<file path="config.mk">
export PLATFORM = sky130hd
export DESIGN_NAME = nmea_sentence_sched_flat
export DESIGN_NICKNAME = d
export VERILOG_FILES = /design/src/rtl/nmea_pkg.sv /design/src/rtl/nmea_sentence_sched_if.sv /design/src/rtl/nmea_rec_fifo.sv /design/src/rtl/nmea_sentence_sched.sv /design/src/flat_wrapper.sv
export SDC_FILE = /design/constraint.sdc
export NUM_CORES = 1
export LEC_CHECK = 0
export CAP_MARGIN = 20
export CORE_MARGIN = 8
export CORE_UTILIZATION = 40
export CTS_CLUSTER_DIAMETER = 60
export DETAILED_ROUTE_END_ITERATION = 10
export PLACE_DENSITY = 0.69
export SETUP_SLACK_MARGIN = 0.5
export SLEW_MARGIN = 20
export SYNTH_ARGS = -nofsm -noshare
export SYNTH_HDL_FRONTEND = slang
export SYNTH_HIERARCHICAL = 1
export SYNTH_SLANG_ARGS = --single-unit
</file>
<file path="constraint.sdc">
create_clock -name i_clk -period 5.1 [get_ports i_clk]
set_input_delay 1.53 -clock i_clk [delete_from_list [all_inputs] [get_ports i_clk]]
set_output_delay 1.53 -clock i_clk [all_outputs]
set_load 0.05 [all_outputs]
</file>
<file path="src/rtl/nmea_pkg.sv">
// Shared types for the NMEA sentence scheduler: FSM states, the queued record layout and a
// saturating counter helper.
package nmea_pkg;

  localparam int unsigned NMEA_REC_W = 48;

  typedef enum logic [1:0] {DISABLED, HUNT, LOCKED, LOST} sched_state_e;

  typedef struct packed {
    logic [7:0]  fields;
    logic [23:0] id;
    logic [15:0] talker;
  } nmea_rec_t;

  function automatic logic [15:0] sat_inc(logic [15:0] v, logic ev);
    return (ev && (v != 16'hFFFF)) ? v + 16'd1 : v;
  endfunction

endpackage

</file>
<file path="src/rtl/nmea_sentence_sched_if.sv">
// Record stream from the scheduler FIFO to downstream parsers (valid/ready).
interface nmea_sentence_sched_if;
  import nmea_pkg::*;

  logic      o_rec_valid;
  logic      i_rec_ready;
  nmea_rec_t o_rec_data;

  modport master (output o_rec_valid, output o_rec_data, input i_rec_ready);
  modport slave  (input o_rec_valid, input o_rec_data, output i_rec_ready);

endinterface

</file>
<file path="src/rtl/nmea_rec_fifo.sv">
// Small synchronous FIFO for accepted sentence headers; no empty bypass, push allowed when full
// only if a pop happens in the same cycle.
module nmea_rec_fifo
  import nmea_pkg::*;
#(
  parameter int unsigned DEPTH = 4,
  parameter type         rec_t = nmea_rec_t
) (
  input  logic i_clk,
  input  logic i_rst,
  input  logic i_flush,
  input  logic i_push,
  input  rec_t i_data,
  input  logic i_pop,
  output logic o_valid,
  output rec_t o_data,
  output logic o_full
);

  localparam int unsigned AW = $clog2(DEPTH);

  rec_t          mem [DEPTH];
  logic [AW-1:0] wr_q, rd_q;
  logic [AW:0]   cnt_q;
  logic          do_push, do_pop;

  assign o_valid = (cnt_q != '0);
  assign o_full  = (cnt_q == (AW+1)'(DEPTH));
  assign o_data  = o_valid ? mem[rd_q] : '0;
  assign do_pop  = i_pop & o_valid;
  assign do_push = i_push & (~o_full | do_pop);

  always_ff @(posedge i_clk) begin
    if (i_rst || i_flush) begin
      wr_q  <= '0;
      rd_q  <= '0;
      cnt_q <= '0;
    end else begin
      if (do_push) wr_q <= wr_q + 1'b1;
      if (do_pop)  rd_q <= rd_q + 1'b1;
      cnt_q <= cnt_q + {{AW{1'b0}}, do_push} - {{AW{1'b0}}, do_pop};
    end
  end

  always_ff @(posedge i_clk) begin
    if (do_push) mem[wr_q] <= i_data;
  end

endmodule

</file>
<file path="src/rtl/nmea_sentence_sched.sv">
// Sentence ID filter, header FIFO, link watchdog and receiver sequencing FSM.
// Optional statistics counters are built when NMEA_SCHED_STATS_EN is defined.
module nmea_sentence_sched
  import nmea_pkg::*;
#(
  parameter int unsigned DEPTH   = 4,
  parameter int unsigned NFILT   = 4,
  parameter int unsigned TIMEOUT = 50_000_000,
  parameter int unsigned TO_W    = 26
) (
  input  logic                     i_clk,
  input  logic                     i_rst,
  input  logic                     i_en,
  input  logic                     i_s_done,
  input  logic                     i_s_check,
  input  logic [15:0]              i_s_talker,
  input  logic [23:0]              i_s_id,
  input  logic [7:0]               i_s_fields,
  output logic                     o_rx_en,
  output logic                     o_rx_flush,
  input  logic                     i_cfg_we,
  input  logic [$clog2(NFILT)-1:0] i_cfg_idx,
  input  logic [23:0]              i_cfg_id,
  input  logic                     i_cfg_on,
  nmea_sentence_sched_if.master    rec,
  output logic                     o_locked,
  output logic                     o_drop
`ifdef NMEA_SCHED_STATS_EN
  ,
  output logic [15:0]              o_cnt_good,
  output logic [15:0]              o_cnt_bad,
  output logic [15:0]              o_cnt_drop,
  output logic [15:0]              o_cnt_lost
`endif
);

  sched_state_e     state_q, state_d;
  logic [TO_W-1:0]  wd_q, wd_d;
  logic             flush_q, flush_d, drop_q, lost_evt;
  logic [23:0]      filt_id_q [NFILT];
  logic [NFILT-1:0] filt_on_q;
  logic             good, expire, hit, accept, push, full, drop_evt;
  nmea_rec_t        rec_in;

  assign good   = i_s_done & i_s_check;
  assign expire = (wd_q == TO_W'(TIMEOUT - 1));

  always_comb begin
    hit = 1'b0;
    for (int unsigned k = 0; k < NFILT; k++) begin
      if (filt_on_q[k] && (filt_id_q[k] == i_s_id)) hit = 1'b1;
    end
  end

  // An empty filter table means accept-all.
  assign accept   = good & (~|filt_on_q | hit);
  assign push     = accept & i_en & (state_q != DISABLED);
  assign drop_evt = push & full & ~(rec.o_rec_valid & rec.i_rec_ready);
  assign rec_in   = '{fields: i_s_fields, id: i_s_id, talker: i_s_talker};

  always_comb begin
    state_d  = state_q;
    wd_d     = wd_q;
    flush_d  = 1'b0;
    lost_evt = 1'b0;
    if (!i_en) begin
      state_d = DISABLED;
      wd_d    = '0;
    end else begin
      case (state_q)
        DISABLED: begin
          state_d = HUNT;
          wd_d    = '0;
        end
        HUNT: begin
          if (good) begin
            state_d = LOCKED;
            wd_d    = '0;
          end else if (expire) begin
            wd_d    = '0;
            flush_d = 1'b1;
          end else begin
            wd_d = wd_q + 1'b1;
          end
        end
        LOCKED: begin
          if (good) begin
            wd_d = '0;
          end else if (expire) begin
            state_d  = LOST;
            wd_d     = '0;
            flush_d  = 1'b1;
            lost_evt = 1'b1;
          end else begin
            wd_d = wd_q + 1'b1;
          end
        end
        LOST: begin
          state_d = HUNT;
          if (good) wd_d = '0;
        end
        default: state_d = DISABLED;
      endcase
    end
  end

  always_ff @(posedge i_clk) begin
    if (i_rst) begin
      state_q <= DISABLED;
      wd_q    <= '0;
      flush_q <= 1'b0;
      drop_q  <= 1'b0;
    end else begin
      state_q <= state_d;
      wd_q    <= wd_d;
      flush_q <= flush_d;
      drop_q  <= drop_evt;
    end
  end

  always_ff @(posedge i_clk) begin
    if (i_rst) begin
      filt_on_q <= '0;
      for (int unsigned k = 0; k < NFILT; k++) filt_id_q[k] <= '0;
    end else if (i_cfg_we) begin
      filt_on_q[i_cfg_idx] <= i_cfg_on;
      filt_id_q[i_cfg_idx] <= i_cfg_id;
    end
  end

  nmea_rec_fifo #(
    .DEPTH (DEPTH),
    .rec_t (nmea_rec_t)
  ) u_fifo (
    .i_clk   (i_clk),
    .i_rst   (i_rst),
    .i_flush (~i_en),
    .i_push  (push),
    .i_data  (rec_in),
    .i_pop   (rec.i_rec_ready),
    .o_valid (rec.o_rec_valid),
    .o_data  (rec.o_rec_data),
    .o_full  (full)
  );

  assign o_rx_en    = (state_q == HUNT) || (state_q == LOCKED);
  assign o_locked   = (state_q == LOCKED);
  assign o_rx_flush = flush_q;
  assign o_drop     = drop_q;

`ifdef NMEA_SCHED_STATS_EN
  logic [15:0] cnt_good_q, cnt_bad_q, cnt_drop_q, cnt_lost_q;

  always_ff @(posedge i_clk) begin
    if (i_rst) begin
      cnt_good_q <= '0;
      cnt_bad_q  <= '0;
      cnt_drop_q <= '0;
      cnt_lost_q <= '0;
    end else begin
      cnt_good_q <= sat_inc(cnt_good_q, good);
      cnt_bad_q  <= sat_inc(cnt_bad_q, i_s_done & ~i_s_check);
      cnt_drop_q <= sat_inc(cnt_drop_q, drop_evt);
      cnt_lost_q <= sat_inc(cnt_lost_q, lost_evt);
    end
  end

  assign o_cnt_good = cnt_good_q;
  assign o_cnt_bad  = cnt_bad_q;
  assign o_cnt_drop = cnt_drop_q;
  assign o_cnt_lost = cnt_lost_q;
`endif

endmodule

</file>
<file path="src/flat_wrapper.sv">
// flat-port wrapper written by rule: the top's interface ports become plain ports
module nmea_sentence_sched_flat import nmea_pkg::*;
#(
  parameter int unsigned DEPTH   = 4,
  parameter int unsigned NFILT   = 4,
  parameter int unsigned TIMEOUT = 50_000_000,
  parameter int unsigned TO_W    = 26
)
  (i_clk, i_rst, i_en, i_s_done, i_s_check, i_s_talker, i_s_id, i_s_fields, o_rx_en, o_rx_flush, i_cfg_we, i_cfg_idx, i_cfg_id, i_cfg_on, o_locked, o_drop, rec_o_rec_valid, rec_o_rec_data, rec_i_rec_ready);
  nmea_sentence_sched_if rec_i ();
  input  logic i_clk;
  input  logic i_rst;
  input  logic i_en;
  input  logic i_s_done;
  input  logic i_s_check;
  input  logic [15:0] i_s_talker;
  input  logic [23:0] i_s_id;
  input  logic [7:0] i_s_fields;
  output logic o_rx_en;
  output logic o_rx_flush;
  input  logic i_cfg_we;
  input  logic [$clog2(NFILT)-1:0] i_cfg_idx;
  input  logic [23:0] i_cfg_id;
  input  logic i_cfg_on;
  output logic o_locked;
  output logic o_drop;
  output wire logic [$bits(rec_i.o_rec_valid)-1:0] rec_o_rec_valid;
  output wire logic [$bits(rec_i.o_rec_data)-1:0] rec_o_rec_data;
  input wire logic [$bits(rec_i.i_rec_ready)-1:0] rec_i_rec_ready;
  assign rec_o_rec_valid = rec_i.o_rec_valid;
  assign rec_o_rec_data = rec_i.o_rec_data;
  assign rec_i.i_rec_ready = rec_i_rec_ready;
  nmea_sentence_sched #(.DEPTH(DEPTH), .NFILT(NFILT), .TIMEOUT(TIMEOUT), .TO_W(TO_W)) u_core (.i_clk(i_clk), .i_rst(i_rst), .i_en(i_en), .i_s_done(i_s_done), .i_s_check(i_s_check), .i_s_talker(i_s_talker), .i_s_id(i_s_id), .i_s_fields(i_s_fields), .o_rx_en(o_rx_en), .o_rx_flush(o_rx_flush), .i_cfg_we(i_cfg_we), .i_cfg_idx(i_cfg_idx), .i_cfg_id(i_cfg_id), .i_cfg_on(i_cfg_on), .rec(rec_i), .o_locked(o_locked), .o_drop(o_drop));
endmodule
</file>
==> Yosys cells after proc, flatten, opt, wreduce, memory -nomap -nowiden <==
Memory sizes are Yosys's and may differ from the RTL's. A register that Yosys moved wholly into a read port is not among the register bits.
Index checks and enable logic that the tools add are counted.
{ "totals": {"output_inout_bits": 53, "regBits": 41, "ramBits": 288, "n_memories": 2, "inputBits": 82, "wordCells": 91} }
{ "memory_table": {"columns": ["memory", "depth", "word_bits", "read_ports", "rd_clocked_by_memory_dff", "wr", "line_no", "rtl"], "rows": [
  ["u_core.u_fifo.mem", 4, 48, 1, 1, 1, "nmea_rec_fifo.sv:22", "rec_t mem [DEPTH];"],
  ["u_core.filt_id_q", 4, 24, 4, 0, 4, "nmea_sentence_sched.sv:40", "logic [23:0] filt_id_q [NFILT];"]
]} }
{ "classes": {"magnitude_cmp": 2, "muxes": 29, "bitwise": 14, "n_eq_ne": 13, "reduce_logical": 18, "addsub": 5} }
{ "op_table": {"columns": ["cell", "n"], "rows": [
  ["$eq 24x24->1", 4],
  ["$mux 26", 3],
  ["$pmux 26 s3", 1],
  ["$mux 48", 1],
  ["$add 26x1->26 const B", 1],
  ["$eq 26x26->1 const B", 1],
  ["$mux 24", 1],
  ["$reduce_or 24->1", 1],
  ["$mux 1", 14],
  ["$mux 2", 6],
  ["$and 1x1->1", 8],
  ["$reduce_or 4->1", 2],
  ["$ne 2x1->1 const B", 3],
  ["$pmux 2 s3", 1],
  ["$reduce_or 2->1", 3],
  ["$logic_and 1x1->1", 5],
  ["$add 2x1->2 const B", 2],
  ["$bwmux 4", 1],
  ["$eq 2x2->1 const B", 2],
  ["$not 1->1", 4],
  ["$add 3x1->3", 1],
  ["$eq 3x3->1 const B", 1],
  ["$lt 2x3->1 const B", 1],
  ["$reduce_and 3->1", 1],
  ["other kinds (11)", 13]
]} }

==> Logic depth before layout (Yosys ltp) <==
Gate-level depths: netlist (run 1).
{ "logic_depth": {"word_depth": 13, "depth_mapped": 17, "ltp_nobuf": 16} }

==> By module <==
The synthesis (run 1) kept the hierarchy.
{ "modules_own_cells": {"columns": ["mod", "area_each_um2", "seq_area_each_um2", "n_inst", "cells_per_inst"], "rows": [
  ["nmea_rec_fifo", 7731.2, 5945.7, 1, 353],
  ["nmea_sentence_sched", 6283.5, 3563.4, 1, 579]
]} }

==> Worst setup path after synthesis (run 1) <==
Ideal clock, no wire load.
{ "synth_path": {"path_type": "input -> register", "from": "input port i_s_id[18]", "to": "register u_core.u_fifo.cnt_q[2]", "n_path_buf": 1, "setup_time_ps": 115, "t_required_ps": 4985, "arrival_ps": 4041, "stages": 17, "path_slack_ps": 945, "cell_sequence": "clkbuf_1 xnor2_1 nand4_1 nor4_1 nand4_1 nand4_1 and2_1 and2_4 inv_1 ha_1 inv_1 ha_1 inv_1 fa_1 xnor2_1 xnor2_1 and2_1"} }
{ "synth_via": {"elab_chain_cells": 13, "word_cells_on_any_way": 19, "classes_between": "add/sub: 2; eq/ne: 4; mux: 4; bitwise: 5; reduce/logical: 4"} }
{ "synth_rtl": {"columns": ["element", "line_no", "rtl"], "rows": [
  ["start, declared", "flat_wrapper.sv:17", "input logic [23:0] i_s_id;"],
  ["$eq 24x24->1", "nmea_sentence_sched.sv:51", "if (filt_on_q[k] && (filt_id_q[k] == i_s_id)) hit = 1'b1;"],
  ["$logic_and 1x1->1", "nmea_sentence_sched.sv:51", null],
  ["$mux 1 (3 in series)", "nmea_sentence_sched.sv:51", null],
  ["$mux 1 *", "nmea_sentence_sched.sv:51", null],
  ["$or 1x1->1 *", "nmea_sentence_sched.sv:56", "assign accept = good & (~|filt_on_q | hit);"],
  ["$and 1x1->1 *", "nmea_sentence_sched.sv:56", null],
  ["$and 1x1->1 * (2 in series)", "nmea_sentence_sched.sv:57", "assign push = accept & i_en & (state_q != DISABLED);"],
  ["net u_core.push", "nmea_sentence_sched.sv:42", "logic good, expire, hit, accept, push, full, drop_evt;"],
  ["$and 1x1->1 *", "nmea_rec_fifo.sv:31", "assign do_push = i_push & (~o_full | do_pop);"],
  ["$add 3x1->3 *", "nmea_rec_fifo.sv:41", "cnt_q <= cnt_q + {{AW{1'b0}}, do_push} - {{AW{1'b0}}, do_pop};"],
  ["$sub 3x1->3 *", "nmea_rec_fifo.sv:41", null],
  ["end signal, assigned", "nmea_rec_fifo.sv:41", null],
  ["end, declared", "nmea_rec_fifo.sv:24", "logic [AW:0] cnt_q;"]
]} }
The timed path passes the listed nets; every way through them passes the cells marked *.
A chain may end at the register's enable or synchronous reset.

==> Worst setup path in the final report (run 1) <==
{ "layout_path": {"from": "input port i_s_id[12]", "to": "register u_core.u_fifo.cnt_q[2]"} }
Same word-level chain as after synthesis.

==> qor.yml, run 1 <==
outcome:
  outcome: "completed"
power_and_ir_drop:
  pwr-share-clk: 0.419
  ir_worst_vdd_uv: 203.3
  p_int_mw: 4.628
  p_per_area_nw_per_um2: 342.3
  seqPwrFrac: 0.513
  p_sw_frac: 0.2222
  power.switching_mw: 1.322
  p_comb_frac: 0.069
  p_leak_nw: 5.838
  p_total_mw: 5.949
drt:
  wire_per_inst_um: 19.84
  drt_first_pass_iters: 5
  drt_iter0_markers: 498
  remaining_drc_errors: 0
  via_per_inst: 5.048
  detail-route-antenna-nets: 0
  finalWirelength_um: 31520
  vias: 8022
timing:
  slew_headroom: 0.4707
  rsz0062_at_grt: "no"
  tightest_slew_ps: 793.9
  setup_viol: 0
  finalCriticalPeriod_ps: 4431
  finalCritPeriodShare: 0.8687
  final_max_slew_viol_count: 0
  clock_skew_ps: 24.06
  max_freq_mhz: 225.7
  hold_violations: 0
  worst_slack_ps: 669.5
  tns_ps: 0
setup_path:
  critPathLaunchType: "input port"
  max_stage_delay_ps: 590
  critPathKind: "in2reg"
  worst_r2r_path_depth: 16
  worst-path-max-fanout: 5
  critical-path-top-cell-by-count: "inv_1"
  critPathCaptureType: "register"
  cpMaxStageDelayCell: "clkdlybuf4s50_1"
  cp.arrival_ps: 4840
  worst_ep_required_time_ps: 5510
  path_cells: "clkdlybuf4s50_1 > xor2_1 > nor4_1 > buf_4 > nand4_1 > nand4_1 > and2_1 > and2_4 > inv_1 > ha_1 > inv_1 > ha_1 > inv_1 > fa_1 > xnor2_1 > xnor2_1 > and2_1"
  ff2ff_setup_slack_ps: 1880
  reg2reg_to: "u_core/u_fifo/cnt_q[2]"
  r2r-start: "u_core/filt_id_q[1][8]"
logic_synthesis:
  syn-num-nets: 1026
  syn-mean-instance-area_sq_um: 15.04
  postSynthCellCount: 932
  yosys_register_bits: 331
  synth_edf_count: 288
  synth_ff_type: "edfxtp_1"
  yosysSeqAreaShare: 0.6785
  yosys_warnings: 6
  synth.distinct_cells: 57
  async_flop_share: 0
  netlist_area_sq_um: 14010
final_layout:
  final_layout_size_suffix_gt1_frac: 0.1455
  post-route-util: 0.5031
  multi_input_area_sq_um: 4214
  seq_area_sq_um: 9514
  synthToLayoutAreaGrowth_pct: 24.01
  nets: 1199
  nFillCells: 2938
  diodes: 0
clocking:
  clockRootBuffer: "clkbuf_16"
  hold_buffers: 0
  path_clk_slew_ps: 60
  numCtsBuffers: 38
  htree_num_levels: 2
  clock_path_buffers: 3
  insertion_delay_ps: 530
  cts.sinks: 331
  cts_tree: "done"
die:
  rows: 68
  dieArea_sq_um: 41280
  start_util: 0.4057
  fp.dieH_um: 203.2
  core_area_sq_um: 34540
  ios: 135
  die_x_um: 203.2
place:
  io_buffers: 134
  pre_cts_ws_ps: 51.66
  hpwlAfterDp_um: 21520
  gp_congestion: 0.8415
global_routing:
  grt.met1_usage: 0.2057
  grt_pass1_wl_um: 48960
  grt_max_degree: 44
  grt_util_met2: 0.2432
  grt_overflow_total: 0
  grt_pass1_vias: 8385
  grt_util_met3: 0.03285
  antenna_found_initial: 1
  busiest_layer: "met2"
  grt_usage: 0.1521
worst_hold_path:
  hp-start: "u_core/wd_q[25]"
  hold_class: "reg2reg"
  whs_endpoint: "u_core/wd_q[25]"
  worstHoldPathCells: 1
job:
  max_cap_violations: 0
Yosys cell counts, drive strengths merged (11+ instances only):
cell    number  area share
ha          11      0.0098
inv         38       0.010
nand3       12      0.0061
clkbuf      28      0.0083
nand2       50       0.013
nor2b       51       0.023
edfxtp     288        0.62
nand4       26       0.012
nor4        12      0.0069
nor2       108       0.029
xor2        30       0.019
xnor2       88       0.055
mux4        48       0.077
nor3        15      0.0057
dfxtp       43       0.061
critical path, delay by kind of cell:
family | cells | cell delay, ps
buffers and inverters | 5 | 910
xor gates and xnor gates | 3 | 520
and+or+nand+nor | 6 | 1130
adders and majority gates | 3 | 770
flip-flops by register name, summed over array words and instances, names as in the netlist, named ones only:
name                 flops
u_core/filt_id_q        96
u_core/filt_on_q         4
u_core/o_drop            1
u_core/o_rx_flush        1
u_core/state_q           2
u_core/u_fifo/cnt_q      3
u_core/u_fifo/mem      192
u_core/u_fifo/rd_q       2
u_core/u_fifo/wr_q       2
u_core/wd_q             26
layout by cell type, fill, tap and decap left out, types with 3 or more instances in the layout:
cell / n
clkdlybuf4s50_1: 121
and4_1: 3
a21oi_1: 8
a31oi_1: 3
xnor2_2: 4
inv_6: 4
nor3_1: 14
nor3b_1: 3
mux4_2: 48
edfxtp_1: 288
clkbuf_1: 7
and3_2: 6
inv_1: 38
dfxtp_1: 41
nor2b_1: 51
nand3_1: 10
buf_12: 10
and2_1: 4
dlymetal6s2s_1: 13
nand4_1: 26
xnor2_1: 84
clkinv_1: 10
o21ai_0: 5
nor4_1: 10
ha_1: 11
clkinv_2: 4
mux2i_1: 7
xor2_1: 30
clkbuf_16: 38
nand2_1: 50
nand2b_1: 8
buf_4: 25
clkinvlp_4: 3
nor2_1: 107
cells by family after synthesis:
family,Yosys count,synth area share
AOI/OAI and AO/OA,27,0.01259
xor gates and xnor gates,118,0.07374
adders and majority gates,12,0.01125
buffers and inverters,75,0.02357
DFF,331,0.6785
muxes,55,0.08214
and+or+nand+nor,314,0.1182
worst max-delay path by stage:
stage / start / depth (start not counted) / endpoint
floorplan: i_s_id[18] / 17 / u_core/u_fifo/cnt_q[2]
global placement: i_s_id[19] / 17 / u_core/u_fifo/cnt_q[2]
detailed placement: i_s_id[6] / 17 / u_core/u_fifo/cnt_q[2]
CTS: i_s_id[6] / 17 / u_core/u_fifo/cnt_q[2]
global route: i_s_id[12] / 17 / u_core/u_fifo/cnt_q[2]
finish: i_s_id[12] / 17 / u_core/u_fifo/cnt_q[2]
per-layer routing:
metal,up-vias,share of wire
met2,248,0.47
met5,-,0.00025
met4,2,0.024
met1,3965,0.44
li1,3749,-
met3,58,0.064
power by group through the flow:
stage          registers (mW)  clock network (mW)  logic [mW]
2_1_floorplan            3.10                   0       0.212
3_3_place_gp             3.10                   0       0.403
3_5_place_dp             3.11                   0       0.407
4_1_cts                  3.05                2.56       0.411
5_1_grt                  3.05                2.65       0.439
6_report                 3.05                2.49       0.409
timing repair:
action                                  4_1_cts  5_1_grt
gates resized for setup                       0       17
setup buffers                                 1        0
cloned                                        0        0
endpoints found under the setup margin       23        1
area by class of cell:
| cell class | instances | share of cell area |
|---|---|---|
| clock buffer | 45 | 0.05623 |
| clock inverter | 24 | 0.009935 |
| inverter | 38 | 0.008207 |
| multi-input combinational | 526 | 0.2425 |
| sequential | 331 | 0.5474 |
| tap | 455 | 0.03276 |
| timing repair buffer | 170 | 0.1030 |
stage by stage:
step,hold WS [ps],instances,cell area [sq um]
floorplan,431.6,932,14010
global placement,446.3,1519,16140
detailed placement,448.7,1519,16140
CTS,456.4,1589,17310
global route,476.4,1589,17380
finish,452.2,1589,17380
No activity file was read; power rests on OpenSTA's default activity.
==> run 2, diff against run 1 <==
--- a/config.mk
+++ b/config.mk
@@ -6,7 +6,7 @@
 export NUM_CORES = 1
 export LEC_CHECK = 0
 export CAP_MARGIN = 20
-export CORE_MARGIN = 8
+export CORE_MARGIN = 2
 export CORE_UTILIZATION = 40
 export CTS_CLUSTER_DIAMETER = 60
 export DETAILED_ROUTE_END_ITERATION = 10
==> run 2 against run 1 <==
Combinational power increased by 2%; via count increased by 0.85%; non-clock buffer count increased by 5; routed wire length decreased by 3.8%; clock power decreased by 6%; hold slack got worse by 3.1 ps; first-iteration DRC count increased by 39%; clock skew increased by 6.4 ps; critical endpoint unchanged.
==> qor.yml, run 2 (synthesis results as in run 1) <==
outcome:
  outcome: "completed"  # unchanged
power_and_ir_drop:
  p_int_mw: 4.531  # was 4.628 mW
  p_comb_frac: 0.072  # was 0.069
  p_sw_frac: 0.2207  # was 0.2222
  seqPwrFrac: 0.525  # was 0.513
  p_per_area_nw_per_um2: 335.4  # was 342.3 nW/um^2
  power.switching_mw: 1.283  # was 1.322 mW
  ir_worst_vdd_uv: 202.8  # was 203.3 uV
  pwr-share-clk: 0.404  # was 0.419
  p_leak_nw: 5.770  # was 5.838 nW
job:
  max_cap_violations: 0  # unchanged
global_routing:
  grt_pass1_vias: 8010  # was 8385
  grt_max_degree: 36  # was 44
  grt_overflow_total: 0  # unchanged
  grt_usage: 0.1678  # was 0.1521
  antenna_found_initial: 1  # unchanged
  grt_pass1_wl_um: 46550  # was 48960 um
timing:
  final_max_slew_viol_count: 0  # unchanged
  clock_skew_ps: 30.47  # was 24.06 ps
  slew_headroom: 0.4563  # was 0.4707
  tns_ps: 0  # unchanged
  hold_violations: 0  # unchanged
  max_freq_mhz: 226.2  # was 225.7 MHz
  setup_viol: 0  # unchanged
  rsz0062_at_grt: "no"  # unchanged
  finalCriticalPeriod_ps: 4421  # was 4431 ps
  finalCritPeriodShare: 0.8669  # was 0.8687
  tightest_slew_ps: 812.9  # was 793.9 ps
  worst_slack_ps: 678.7  # was 669.5 ps
  holdWs_ps: 449.1  # was 452.2 ps
drt:
  detail-route-antenna-nets: 0  # unchanged
  remaining_drc_errors: 0  # unchanged
  finalWirelength_um: 30310  # was 31520 um
  drt_iter0_markers: 691  # was 498
  drt_first_pass_iters: 5  # unchanged
  wire_per_inst_um: 19.06  # was 19.84 um
  vias: 8090  # was 8022
  via_per_inst: 5.088  # was 5.048
clocking:
  cts_tree: "done"  # unchanged
  clockRootBuffer: "clkbuf_16"  # unchanged
  cts.sinks: 331  # unchanged
  clock_path_buffers: 3  # unchanged
  numCtsBuffers: 36  # was 38
  insertion_delay_ps: 520  # was 530 ps
  htree_num_levels: 2  # unchanged
  path_clk_slew_ps: 60  # about the same
  hold_buffers: 0  # unchanged
setup_path:
  path_cells: "clkdlybuf4s50_1 > xnor2_1 > nand4_1 > nor4_1 > a22oi_1 > nand4_1 > and2_1 > and2_4 > inv_1 > ha_1 > inv_1 > ha_1 > inv_1 > fa_1 > xnor2_1 > xnor2_1 > and2_1"  # was clkdlybuf4s50_1 > xor2_1 > nor4_1 > buf_4 > nand4_1 > nand4_1 > and2_1 > and2_4 > inv_1 > ha_1 > inv_1 > ha_1 > inv_1 > fa_1 > xnor2_1 > xnor2_1 > and2_1
  cpMaxStageDelayCell: "clkdlybuf4s50_1"  # unchanged
  worst_ep_required_time_ps: 5500  # was 5510 ps
  critPathCaptureType: "register"  # unchanged
  worst-path-buf-inv: 4  # was 5
  worst-path-max-fanout: 8  # was 5
  cp.arrival_ps: 4820  # was 4840 ps
  critPathKind: "in2reg"  # unchanged
  critPathTopFamily: "simple AND/OR/NAND/NOR gates"  # unchanged
  critPathLaunchType: "input port"  # unchanged
  max_stage_delay_ps: 760  # was 590 ps
final_layout:
  final_common_cell: "edfxtp_1"  # unchanged
  post-route-util: 0.5018  # was 0.5031
  final_layout_size_suffix_gt1_frac: 0.1490  # was 0.1455
  regMostFlops: "u_core/u_fifo/mem"  # unchanged
  nets: 1202  # was 1199
  synthToLayoutAreaGrowth_pct: 23.69  # was 24.01%
  largest_reg_flops: 192  # unchanged
  layout_common_cells: "288 x edfxtp_1, 128 x clkdlybuf4s50_1, 107 x nor2_1, 82 x xnor2_1, 51 x nor2b_1"  # was 288 x edfxtp_1, 121 x clkdlybuf4s50_1, 107 x nor2_1, 84 x xnor2_1, 51 x nor2b_1
  nFillCells: 2936  # was 2938
  largestRegisters: "u_core/u_fifo/mem x192, u_core/filt_id_q x96, u_core/wd_q x26"  # unchanged
  final_cell_count_no_fill: 1590  # was 1589
place:
  io_buffers: 134  # unchanged
  hpwlAfterDp_um: 20780  # was 21520 um
  gp_congestion: 0.8591  # was 0.8415
  pre_cts_ws_ps: 63.91  # was 51.66 ps
  dp_cells: 1525  # was 1519
die:
  die_x_um: 191.2  # was 203.2 um
  start_util: 0.4057  # unchanged
  ios: 135  # unchanged
  rows: 68  # unchanged
  core_area_sq_um: 34540  # unchanged
  fp.dieH_um: 191.2  # was 203.2 um
  dieArea_sq_um: 36550  # was 41280 sq um
worst_hold_path:
  hold_class: "reg2reg"  # unchanged
run 2: cell types whose count changed in the layout (fill, tap and decap cells not counted), sizes merged:
cell,previous run,this run
buf,36,41
clkinvlp,3,2
clkdlybuf4s50,121,128
bufinv,1,0
dlymetal6s2s,13,6
inv,43,41
diode,0,1
clkbuf,45,44
run 2: final timing paths:
kind / startpoint / end / slack, ps / cells after the start
min: u_core/wd_q[25] / u_core/wd_q[25] / 450 / 1
min reg2reg: u_core/wd_q[25] / u_core/wd_q[25] / 450 / 1
max reg2reg: u_core/filt_id_q[1][8] / u_core/u_fifo/cnt_q[2] / 1920 / 16
max: i_s_id[13] / u_core/u_fifo/cnt_q[2] / 680 / 17
run 2: area by class of cell:
class | count | area [sq um] | area share
antenna | 1 | 2.502 | 0.0001444
sequential | 331 | 9514 | 0.5489
multi-input combinational | 526 | 4242 | 0.2447
clock buffer | 44 | 952.2 | 0.05493
tap | 455 | 569.3 | 0.03284
inverter | 38 | 142.6 | 0.008229
timing repair buffer | 175 | 1802 | 0.1039
clock inverter | 20 | 110.1 | 0.006352
run 2: repair_timing:
item / 4_1_cts / 5_1_grt
setup endpoints to repair: 0 / 1
resized for setup: 0 / 14
setup buffers: 0 / 0
run 2: routing by layer:
| layer | vias up | part of all wire | wire length [um] | track usage |
|---|---|---|---|---|
| met5 | - | 0 | 0 | 0 |
| met4 | 0 | 0.023 | 707 | 0.04970 |
| met3 | 44 | 0.061 | 1863 | 0.02864 |
| met2 | 269 | 0.47 | 14130 | 0.2618 |
| met1 | 4015 | 0.45 | 13610 | 0.2418 |
| li1 | 3762 | - | - | - |
run 2: power by group through the flow:
stage	logic, mW	registers, mW	clock network [mW]
after floorplan	0.212	3.10	0
after global placement	0.410	3.10	0
after detailed placement	0.414	3.11	0
after CTS	0.416	3.05	2.41
after global routing	0.447	3.05	2.51
final	0.417	3.05	2.35
run 2: metrics by stage:
| step | power [mW] | area, sq um |
|---|---|---|
| floorplan | 3.310 | 14010 |
| CTS | 5.872 | 17260 |
| finish | 5.815 | 17330 |
| global placement | 3.514 | 16190 |
| detailed placement | 3.520 | 16200 |
| global route | 6.013 | 17330 |
==> run 3, diff against run 2 <==
--- a/config.mk
+++ b/config.mk
@@ -10,6 +10,7 @@
 export CORE_UTILIZATION = 40
 export CTS_CLUSTER_DIAMETER = 60
 export DETAILED_ROUTE_END_ITERATION = 10
+export HOLD_SLACK_MARGIN = 0.15
 export PLACE_DENSITY = 0.69
 export SETUP_SLACK_MARGIN = 0.5
 export SLEW_MARGIN = 20
==> results of run 3 <==
Final layout, timing and power as in run 2 (identical DEF).
==> variant, RTL diff (flow settings as in run 3) <==
`DEPTH` is set to 4 in 3 places; all go to 8.
--- a/src/rtl/nmea_rec_fifo.sv
+++ b/src/rtl/nmea_rec_fifo.sv
@@ -3,7 +3,7 @@
 module nmea_rec_fifo
   import nmea_pkg::*;
 #(
-  parameter int unsigned DEPTH = 4,
+  parameter int unsigned DEPTH = 8,
   parameter type         rec_t = nmea_rec_t
 ) (
   input  logic i_clk,
--- a/src/rtl/nmea_sentence_sched.sv
+++ b/src/rtl/nmea_sentence_sched.sv
@@ -3,7 +3,7 @@
 module nmea_sentence_sched
   import nmea_pkg::*;
 #(
-  parameter int unsigned DEPTH   = 4,
+  parameter int unsigned DEPTH   = 8,
   parameter int unsigned NFILT   = 4,
   parameter int unsigned TIMEOUT = 50_000_000,
   parameter int unsigned TO_W    = 26
--- a/src/flat_wrapper.sv
+++ b/src/flat_wrapper.sv
@@ -1,7 +1,7 @@
 // flat-port wrapper written by rule: the top's interface ports become plain ports
 module nmea_sentence_sched_flat import nmea_pkg::*;
 #(
-  parameter int unsigned DEPTH   = 4,
+  parameter int unsigned DEPTH   = 8,
   parameter int unsigned NFILT   = 4,
   parameter int unsigned TIMEOUT = 50_000_000,
   parameter int unsigned TO_W    = 26
Check against the original RTL: same outputs for any inputs over 4 cycles, from zero or initial values and one cycle with i_rst high; that may be too few to reach the edited logic, so the function may still have changed.
==> variant against run 3 <==
Routed wire length up 56%; sequential cell count up 196; cell count up 35%; clock power up 74%; via count up 41%; setup slack worse by 0.017 ns; design area up 49%; total power up 90%; area after synthesis up 53%; non-clock buffer count up 7; first-iteration DRC count up 34%; critical path type is now reg2out; highest routed layer unchanged.
==> variant: results (changes against run 3) <==
Timing:
- The final hold slack was 0.4798 ns (+0.03073 ns).
- The final critical path time including I/O delays and setup is 4.439 ns (+0.01728 ns).

Setup path:
- The worst reg-to-reg setup slack was 2.15 ns (+0.23 ns).
- The kind of cell with the highest combined delay on the critical path is buffers and inverters.
- The arrival time reported for the critical path endpoint was 2.91 ns (-1.91 ns).
- The peak per-stage delay on the critical path came to 0.57 ns (-0.19 ns).

Final layout:
- The data-path buffer share of cell area in the final layout is 0.07043 (-0.03351).
- The antenna diode instance count is 0 (-1).
- The fraction of area in clock buffers and inverters is 0.07165 (+0.01036).
- The non-filler instance count after layout is 2141 (+35%).
- The count of inverters not on the clock network in the layout came to 41 (+7.9%).
- The fill cell instance count of the final layout is 4403 (+50%).
- The proportion of cell area occupied by registers is 0.5956 (+0.04672).
- The share of post-route cells with drive strength above 1 is 0.1686 (+0.01959).
- The count of plain and timing-repair buffers in the layout is 182 (+4.0%).
- The multi-input gate count came to 603 (+15%).
- The number of nets in the final layout is 1506 (+25%).

Outcome:
- The run finished with clean final reports.

Detailed routing:
- The DRC marker count from the first detailed-route iteration is 924 (+34%).
- The vias per cell is 5.316 (+4.5%).
- The total iterations of the first detailed-routing run was 7 (+2).

GRT:
- The largest net degree at the start of global routing is 49 (+36%).

Power and ir drop:
- The reported clock group power came to 4.08 mW (+74%).
- The combinational fraction of design power came to 0.190 (+0.118).

Synthesis:
- Yosys attributes the largest share of cell area to edfxtp_1 (67%), mux4_2 (8.0%), dfxtp_1 (4.4%).
- By count the netlist is led by edfxtp_1 (480), nor2_1 (113), xnor2_1 (86).
- The number of standard cells after synthesis came to 1225 (+31%).
- The sequential area share after synthesis is 0.7153 (+0.03677).
- The number of synthesized flops with an enable pin is 480 (+67%).
- The register bit total from synthesis came to 527 (+59%).

Die:
- The core outline area was 52760 um^2 (+53%).

Placement:
- The half-perimeter wire length after detailed placement is 28.64 mm (+38%).

Clock network:
- The number of buffers added by the clock tree synthesis step was 56 (+56%).
- The clock latency on the worst-skew pair came to 0.60 ns (+0.08 ns).
==> variant: timing repair <==
action                                  CTS  global route
resized for setup                        48             0
gates cloned                              1             0
endpoints found under the setup margin   48            34
setup buffers                             0             2
==> variant: cell families after synthesis <==
family | share of synthesized area
DFF | 0.7153
AOI/OAI and AO/OA | 0.03054
buffers and inverters | 0.02384
muxes | 0.1089
adders and majority gates | 0.007927
xor gates and xnor gates | 0.04733
and+or+nand+nor | 0.06621
==> variant: per-layer routing <==
layer,global-route usage,share of wire
met1,0.2363,0.43
met2,0.2792,0.49
met3,0.02943,0.059
met4,0.04787,0.025
met5,0,0
==> variant: worst paths after layout <==
| check | end | cells past startpoint |
|---|---|---|
| worst max-delay path | rec_o_rec_data[15] | 8 |
| worst min-delay path | u_core/wd_q[25] | 1 |
| worst max register to register | u_core/u_fifo/mem[7][34] | 10 |
| worst min register to register | u_core/wd_q[25] | 1 |
